File: src/rtl/vga_pkg.sv
// Shared types and default widths for the VGA/LCD timing path.
// Latency: n/a (declarations only).
// Backpressure: n/a.
package vga_pkg;

    localparam int SHORT_W = 8;
    localparam int LONG_W  = 16;

    typedef enum logic [2:0] {
        IDLE,
        SYNC,
        GDEL,
        GATE,
        LEN
    } vtim_state_t;

endpackage

File: src/rtl/vtim_cnt.sv
// Loadable down-counter with a zero flag, optionally saturating at zero instead of wrapping.
// Latency: a load or decrement on an enabled edge is visible on the flag the following cycle.
// Backpressure: none; ena low freezes the count.
module vtim_cnt #(
    parameter int W   = 16,
    parameter bit SAT = 1'b0
) (
    input  logic         clk,
    input  logic         rst_n,
    input  logic         ena,
    input  logic         ld,
    input  logic [W-1:0] ld_val,
    output logic         zero
);

    logic [W-1:0] cnt_q;
    logic [W-1:0] cnt_d;

    // Load takes priority; otherwise count down, parking at zero when saturating.
    always_comb begin
        cnt_d = cnt_q;
        if (ena) begin
            if (ld) begin
                cnt_d = ld_val;
            end else if (!(SAT && (cnt_q == '0))) begin
                cnt_d = cnt_q - W'(1);
            end
        end
    end

    // Count register with synchronous active-low clear.
    always_ff @(posedge clk) begin
        if (!rst_n) begin
            cnt_q <= '0;
        end else begin
            cnt_q <= cnt_d;
        end
    end

    assign zero = (cnt_q == '0);

endmodule

File: src/rtl/vga_vtim.sv
// One-dimensional video timer: sync pulse, delayed active gate and end-of-period strobe.
// Latency: outputs are registered; Sync rises on the first enabled edge after reset release.
// Backpressure: none; ena low freezes state, counters and outputs.
module vga_vtim #(
    parameter int SHORT_W = vga_pkg::SHORT_W,
    parameter int LONG_W  = vga_pkg::LONG_W
) (
    input  logic               clk,
    input  logic               rst_n,
    input  logic               ena,
    input  logic [SHORT_W-1:0] Tsync,
    input  logic [SHORT_W-1:0] Tgdel,
    input  logic [LONG_W-1:0]  Tgate,
    input  logic [LONG_W-1:0]  Tlen,
    output logic               Sync,
    output logic               Gate,
    output logic               Done
);

    import vga_pkg::*;

    vtim_state_t       state_q, state_d;
    logic              sync_q, sync_d;
    logic              gate_q, gate_d;
    logic              done_q, done_d;

    logic              cnt_ld;
    logic [LONG_W-1:0] cnt_ld_val;
    logic              cnt_done;
    logic              len_ld;
    logic              len_done;

    // Phase counter: times sync, gate delay and gate; free-runs (and may wrap) during LEN.
    vtim_cnt #(
        .W   (LONG_W),
        .SAT (1'b0)
    ) u_cnt (
        .clk    (clk),
        .rst_n  (rst_n),
        .ena    (ena),
        .ld     (cnt_ld),
        .ld_val (cnt_ld_val),
        .zero   (cnt_done)
    );

    // Period counter: saturates so an over-short Tlen just leaves one LEN cycle.
    vtim_cnt #(
        .W   (LONG_W),
        .SAT (1'b1)
    ) u_len (
        .clk    (clk),
        .rst_n  (rst_n),
        .ena    (ena),
        .ld     (len_ld),
        .ld_val (Tlen),
        .zero   (len_done)
    );

    // Next state, output values and counter loads; timing inputs are only sampled on a load.
    always_comb begin
        state_d    = state_q;
        sync_d     = sync_q;
        gate_d     = gate_q;
        done_d     = done_q;
        cnt_ld     = 1'b0;
        cnt_ld_val = '0;
        len_ld     = 1'b0;
        if (ena) begin
            done_d = 1'b0;
            case (state_q)
                IDLE: begin
                    state_d    = SYNC;
                    cnt_ld     = 1'b1;
                    cnt_ld_val = LONG_W'(Tsync);
                    len_ld     = 1'b1;
                    sync_d     = 1'b1;
                end
                SYNC: begin
                    if (cnt_done) begin
                        state_d    = GDEL;
                        cnt_ld     = 1'b1;
                        cnt_ld_val = LONG_W'(Tgdel);
                        sync_d     = 1'b0;
                    end
                end
                GDEL: begin
                    if (cnt_done) begin
                        state_d    = GATE;
                        cnt_ld     = 1'b1;
                        cnt_ld_val = Tgate;
                        gate_d     = 1'b1;
                    end
                end
                GATE: begin
                    if (cnt_done) begin
                        state_d = LEN;
                        gate_d  = 1'b0;
                    end
                end
                LEN: begin
                    if (len_done) begin
                        state_d    = SYNC;
                        cnt_ld     = 1'b1;
                        cnt_ld_val = LONG_W'(Tsync);
                        len_ld     = 1'b1;
                        sync_d     = 1'b1;
                        done_d     = 1'b1;
                    end
                end
                default: begin
                    state_d = IDLE;
                    sync_d  = 1'b0;
                    gate_d  = 1'b0;
                end
            endcase
        end
    end

    // State and output registers with synchronous active-low reset.
    always_ff @(posedge clk) begin
        if (!rst_n) begin
            state_q <= IDLE;
            sync_q  <= 1'b0;
            gate_q  <= 1'b0;
            done_q  <= 1'b0;
        end else begin
            state_q <= state_d;
            sync_q  <= sync_d;
            gate_q  <= gate_d;
            done_q  <= done_d;
        end
    end

    assign Sync = sync_q;
    assign Gate = gate_q;
    assign Done = done_q;

endmodule

File: config.mk
export PLATFORM = sky130hd
export DESIGN_NAME = vga_vtim
export DESIGN_NICKNAME = d
export VERILOG_FILES = /design/src/rtl/vga_pkg.sv /design/src/rtl/vtim_cnt.sv /design/src/rtl/vga_vtim.sv
export SDC_FILE = /design/constraint.sdc
export NUM_CORES = 1
export LEC_CHECK = 0
export CAP_MARGIN = 20
export CORE_ASPECT_RATIO = 1.1
export CORE_UTILIZATION = 50
export DETAILED_ROUTE_END_ITERATION = 7
export GPL_ROUTABILITY_DRIVEN = 0
export PLACE_DENSITY = 0.9
export SYNTH_ARGS = -nofsm -noshare
export SYNTH_HDL_FRONTEND = slang
export SYNTH_SLANG_ARGS = --single-unit
File: constraint.sdc
create_clock -name clk -period 4.8 [get_ports clk]
set_clock_uncertainty 0.05 [all_clocks]
set_input_delay 0.96 -clock clk [delete_from_list [all_inputs] [get_ports clk]]
set_output_delay 0.96 -clock clk [all_outputs]
set_load 0.05 [all_outputs]
==> results of run 1 <==
==> stage by stage <==
stage                     instances  setup WS, ns  hold slack [ns]  cell area, um2  total power (uW)
after floorplan                 326          2.17            0.404            2480               569
final                           424          1.69            0.428            3120               952
after CTS                       423          1.70            0.427            3110               944
after global placement          416          1.52            0.415            3000               650
after detailed placement        416          1.48            0.417            3000               659
after global routing            424          1.51            0.459            3120               996
==> cells by family (layout without fill, tap and decap cells) <==
logic type	after synthesis	after routing	synth area share [%]
mux	3	3	1.41
flops	38	38	30.7
fa+ha+maj	4	4	2.02
buf+inv	32	74	5.65
compound gates	121	121	32.5
xor+xnor	7	7	2.47
simple gates	121	121	25.3
==> cells in the final DEF, fill, tap and decap left out, types with 7 or more instances in the layout <==
master,Yosys,routed
a21oi_1,34,34
a22oi_1,10,10
clkdlybuf4s50_1,0,53
dfxtp_1,38,38
inv_1,10,10
nand2_1,27,27
nand3_1,15,15
nand4_1,8,8
nor2_1,23,23
nor3_1,15,15
nor4_1,7,7
o21ai_0,27,27
==> power by group <==
| part | switching, uW | total [uW] | internal (uW) |
|---|---|---|---|
| combinational | 166 | 290 | 124 |
| clock | 123 | 289 | 166 |
| sequential | 30.9 | 373 | 342 |
==> flip-flops by register name, summed over array words and instances (netlist names) <==
| signal | flops |
|---|---|
| Done | 1 |
| Gate | 1 |
| Sync | 1 |
| state_q | 3 |
| u_cnt.cnt_q | 16 |
| u_len.cnt_q | 16 |
==> routing by layer <==
metal,global-route usage (%),part of all wire (%)
met1,34.7,40
met2,51.3,48
met3,6.22,8.6
met4,13.2,2.8
met5,0,0
==> cells in the mapped netlist (all sizes together) (5+ instances only) <==
master / number
a21oi: 36
a221oi: 5
a22oi: 10
a31oi: 6
clkbuf: 17
dfxtp: 38
inv: 11
nand2: 27
nand3: 15
nand4: 8
nor2: 24
nor3: 15
nor4: 8
o21ai: 28
xnor2: 5
==> worst max-delay path by stage <==
stage	startpoint	slack [ns]	endpoint	cells after the start
after floorplan	u_len.cnt_q[0]	2.17	u_cnt.cnt_q[5]	10
after global placement	ena	1.52	u_cnt.cnt_q[9]	6
after detailed placement	ena	1.48	u_cnt.cnt_q[9]	6
after CTS	u_len.cnt_q[0]	1.70	u_cnt.cnt_q[8]	8
after global routing	u_len.cnt_q[0]	1.51	u_cnt.cnt_q[1]	8
final	u_len.cnt_q[0]	1.69	u_cnt.cnt_q[8]	8
==> final cells by class <==
class | instances | area (um2) | area share, %
Sequential cell | 38 | 761 | 24.4
Clock buffer | 6 | 82.6 | 2.65
Multi-Input combinational cell | 256 | 1580 | 50.7
Timing Repair Buffer | 56 | 551 | 17.7
Tap cell | 56 | 70.1 | 2.25
Inverter | 11 | 41.3 | 1.33
Clock inverter | 1 | 30.0 | 0.964
==> worst min-delay path: stages, from the launching register on <==
cell and delay (ns):
dfxtp_1 0.31, o21ai_0 0.07, a21oi_1 0.06
==> impl_metrics.toml, run 1 <==
[worst_setup_path]
worstReg2RegEnd = "u_cnt.cnt_q[8]"
slowest_delay_ns = 0.62
crit_arrival_ns = 3.29
cp_slowest_cell = "or4b_2"
crit_fanout = 18
crit_type = "reg2reg"
required_ns = 4.98
end_kind = "flop"
r2r-start = "u_len.cnt_q[0]"
crit_family = "simple AND/OR/NAND/NOR gates"
critical_path_buf_inv_count = 1
crit_chain = "inv_1 -> ha_1 -> or4b_2 -> or4_4 -> a21oi_4 -> o21ai_4 -> mux2_4 -> a21oi_2"
startpoint_type = "flop"
reg2reg_depth = 8
reg2reg_slack_ns = 1.69

[clock_tree]
cts.sinks = 38
htree_levels = 2
clk_latency_ns = 0.30
clockBufferDepth = 2
post_cts.repair.setup_buffers = 0
clk_pin_slew_ns = 0.08
cts_hold_buf = 0
cts_tree = "done"
cts_buffers = 5
ctsRootBufferMaster = "clkbuf_8"
cts.repair.resized = 0

[yosys]
yosys.area.top_type = "dfxtp_1"
yosys_warnings = 0
synth-edff-count = 0
syn-cell-area_um2 = 2480
netlist.area_leader.share_pct = 30.7
avgSynthCellArea_um2 = 7.61
ys_seq_elements = 38
ys.flop_type = "dfxtp_1"
syn_inst = 326
ys_async_sr_fraction_pct = 0
ys_seq_area_share_pct = 30.7
ys_types = 60
postSynthNetCount = 381
synth.area.top_cells = "dfxtp_1 31%, a21oi_1 6.9%, o21ai_0 5.4%"

[floorplan]
initial_utilization_pct = 52.6
die_h_um = 75.9
fp.dieArea_um2 = 5250
boundaryPins = 54
die_x_um = 69.2
core_area_um2 = 4720
rows = 26

[global_routing]
overflow = 0
grt_max_degree = 34
grt_usage_pct = 29.1
antenna_found_initial = 0
grt_pass1_wl_um = 12200
grt_pass1_vias = 2611

[hold_path]
whs_endpoint = "Gate"
hold_path.class = "reg2reg"
min_from = "Gate"
whs_path_depth = 2

[placement]
detailed_place_hpwl_um = 5170
placement.io_buffers = 53

[power_and_ir_drop]
p_leak_uw = 0.00108
vdd_drop_max_uv = 159
powerDensity_nw_per_um2 = 306

[final_layout]
final_core_util_pct = 66.0
drive_above_1_share_pct = 5.98
num_antenna_cells = 0
fillers = 420
syn_to_final_growth_pct = 25.6
fin_nets = 423

[route]
drt_iter0_drc = 250
totalWireLength_um = 7400
vias = 2876
remaining_drc_errors = 0
antenna_left = 0
via_per_inst = 6.78
drt_first_pass_iters = 7
wire_per_inst_um = 17.5

[timing]
hold_viol_final = 0
finalSetupViolCount = 0
clock.fmax_mhz = 321
max_slew_margin_pct = 48.6
period_needed_ns = 3.11
rsz0062_at_grt = "false"
max_slew.worst_pin.slew_ns = 0.763
drv_slew = 0
finalCritPeriodShare_pct = 64.8
fin_tns_setup_ns = 0

[job]
cap_violations = 0

[outcome]
status = "finished, final reports clean"
No activity file was read; power rests on OpenSTA's default activity.
==> run 2: changes to the inputs <==
==> constraint.sdc (replaced) <==
create_clock -name clk -period 3.15 [get_ports clk]
set_clock_uncertainty 0.05 [all_clocks]
set_input_delay 0.63 -clock clk [delete_from_list [all_inputs] [get_ports clk]]
set_output_delay 0.63 -clock clk [all_outputs]
set_load 0.05 [all_outputs]
==> run 2 against run 1 <==
Net effect: critical path type unchanged; wire length grew 0.42%; setup slack lost 1.3 ns; critical endpoint is now u_len.cnt_q[2]; critical path depth shrank 1; largest cell class unchanged; count of clock-buffer cells in the layout shrank 1; design area grew 2.5%; die area is the same; total power grew 53%; largest power group unchanged; sequential share of layout area shrank 0.60 points.
==> impl_metrics.toml, run 2 (same netlist as run 1, synthesis figures left out) <==
[placement]
detailed_place_hpwl_um = 5300
placed_area_um2 = 3080
placement.io_buffers = 53

[final_layout]
num_antenna_cells = 0
final_core_util_pct = 67.7
fin_area_um2 = 3190
fin_nets = 433
mostFrequentLayoutCell = "clkdlybuf4s50_1"
drive_above_1_share_pct = 8.71
reg.largest.list = "u_cnt.cnt_q (16), u_len.cnt_q (16), state_q (3)"
syn_to_final_growth_pct = 28.7
final_cell_mix = "53 x clkdlybuf4s50_1, 38 x dfxtp_1, 34 x a21oi_1"

[clock_tree]
htree_levels = 2
clk_latency_ns = 0.31
cts_tree = "done"
cts.repair.resized = 0
cts_buffers = 5
cts.sinks = 38
cts_hold_buf = 0
clk_pin_slew_ns = 0.09
post_cts.repair.setup_buffers = 0
ctsRootBufferMaster = "clkbuf_8"
clockBufferDepth = 2

[global_routing]
grt_usage_pct = 28.8
grt_pass1_wl_um = 12100
grt_max_degree = 29
overflow = 0
antenna_found_initial = 0
grt_pass1_vias = 2822

[power_and_ir_drop]
p_int_uw = 958
power.switching_uw = 500
powerDensity_nw_per_um2 = 456
power_frac_comb_pct = 31.3
clkPwrFrac_pct = 29.9
vdd_drop_max_uv = 273
pwr-share-seq_pct = 38.9
p_leak_uw = 0.00112
swShare_pct = 34.3

[timing]
fin_tns_setup_ns = 0
finalSetupViolCount = 0
max_slew_margin_pct = 51.5
clock.fmax_mhz = 367
rsz0062_at_grt = "false"
hold_viol_final = 0
whs_ns = 0.437
drv_slew = 0
finalCritPeriodShare_pct = 86.4
max_slew.worst_pin.slew_ns = 0.719
period_needed_ns = 2.72

[worst_setup_path]
worstReg2RegEnd = "u_len.cnt_q[2]"
cp-endpoint = "u_len.cnt_q[2]"
required_ns = 3.27
reg2reg_slack_ns = 0.43
crit_fanout = 13
crit_arrival_ns = 2.84
reg2reg_depth = 7
r2r-start = "u_len.cnt_q[8]"
startpoint_type = "flop"
end_kind = "flop"
crit_type = "reg2reg"
crit_path_start = "u_len.cnt_q[8]"

[route]
via_per_inst = 6.60
remaining_drc_errors = 0
vias = 2870
drt_first_pass_iters = 5
totalWireLength_um = 7440
wire_per_inst_um = 17.1
antenna_left = 0
drt_iter0_drc = 253

[floorplan]
core_area_um2 = 4720
fp.dieArea_um2 = 5250
boundaryPins = 54
rows = 26
die_x_um = 69.2
die_h_um = 75.9
initial_utilization_pct = 52.6

[hold_path]
hold_path.class = "reg2reg"

[job]
cap_violations = 0

[outcome]
status = "finished, final reports clean"
-- run 2: worst max-delay path, stage by stage (launching register included) --
cell and delay (ns):
dfxtp_1 0.36, or4_1 0.69, o41ai_1 0.48, buf_4 0.19
nand3_1 0.38, nand3_1 0.22, o31a_1 0.14, a21oi_1 0.06
-- run 2: per-stage QoR --
step	cells	worst slack (ns)	power, uW
finish	435	0.427	1460
global route	435	0.256	1520
CTS	435	0.440	1450
detailed placement	427	0.481	1020
global placement	427	0.535	1010
floorplan	326	0.519	867
-- run 2: how the worst min path moves through the flow --
stage                      end             from  cells past startpoint  slack [ns]
2_1_floorplan  u_len.cnt_q[11]  u_len.cnt_q[11]                      2        0.40
3_3_place_gp              Done             Done                      2        0.40
3_5_place_dp              Done             Done                      2        0.43
4_1_cts                   Done             Done                      2        0.44
5_1_grt                   Sync             Sync                      2        0.47
6_report                  Gate             Gate                      2        0.44
-- run 2: layer usage --
metal / global-route usage (%) / share of wire [%] / up-vias
li1: - / - / 1346
met1: 32.7 / 41 / 1348
met2: 50.8 / 49 / 145
met3: 5.69 / 6.9 / 31
met4: 18.4 / 3.6 / 0
met5: 0 / 0 / -
-- run 2: area by class of cell --
| cell class | count | area [um2] |
|---|---|---|
| clock buffer | 5 | 68.8 |
| clock inverter | 3 | 45.0 |
| fill | 405 | 1520 |
| inverter | 11 | 41.3 |
| multi-input combinational | 256 | 1580 |
| sequential | 38 | 761 |
| tap | 56 | 70.1 |
| timing repair buffer | 66 | 628 |
-- run 2: power by group through the flow --
stage,clock (uW),combinational (uW),sequential [uW]
2_1_floorplan,0,303,564
3_3_place_gp,0,433,572
3_5_place_dp,0,446,575
4_1_cts,433,449,564
5_1_grt,451,501,572
6_report,436,456,566
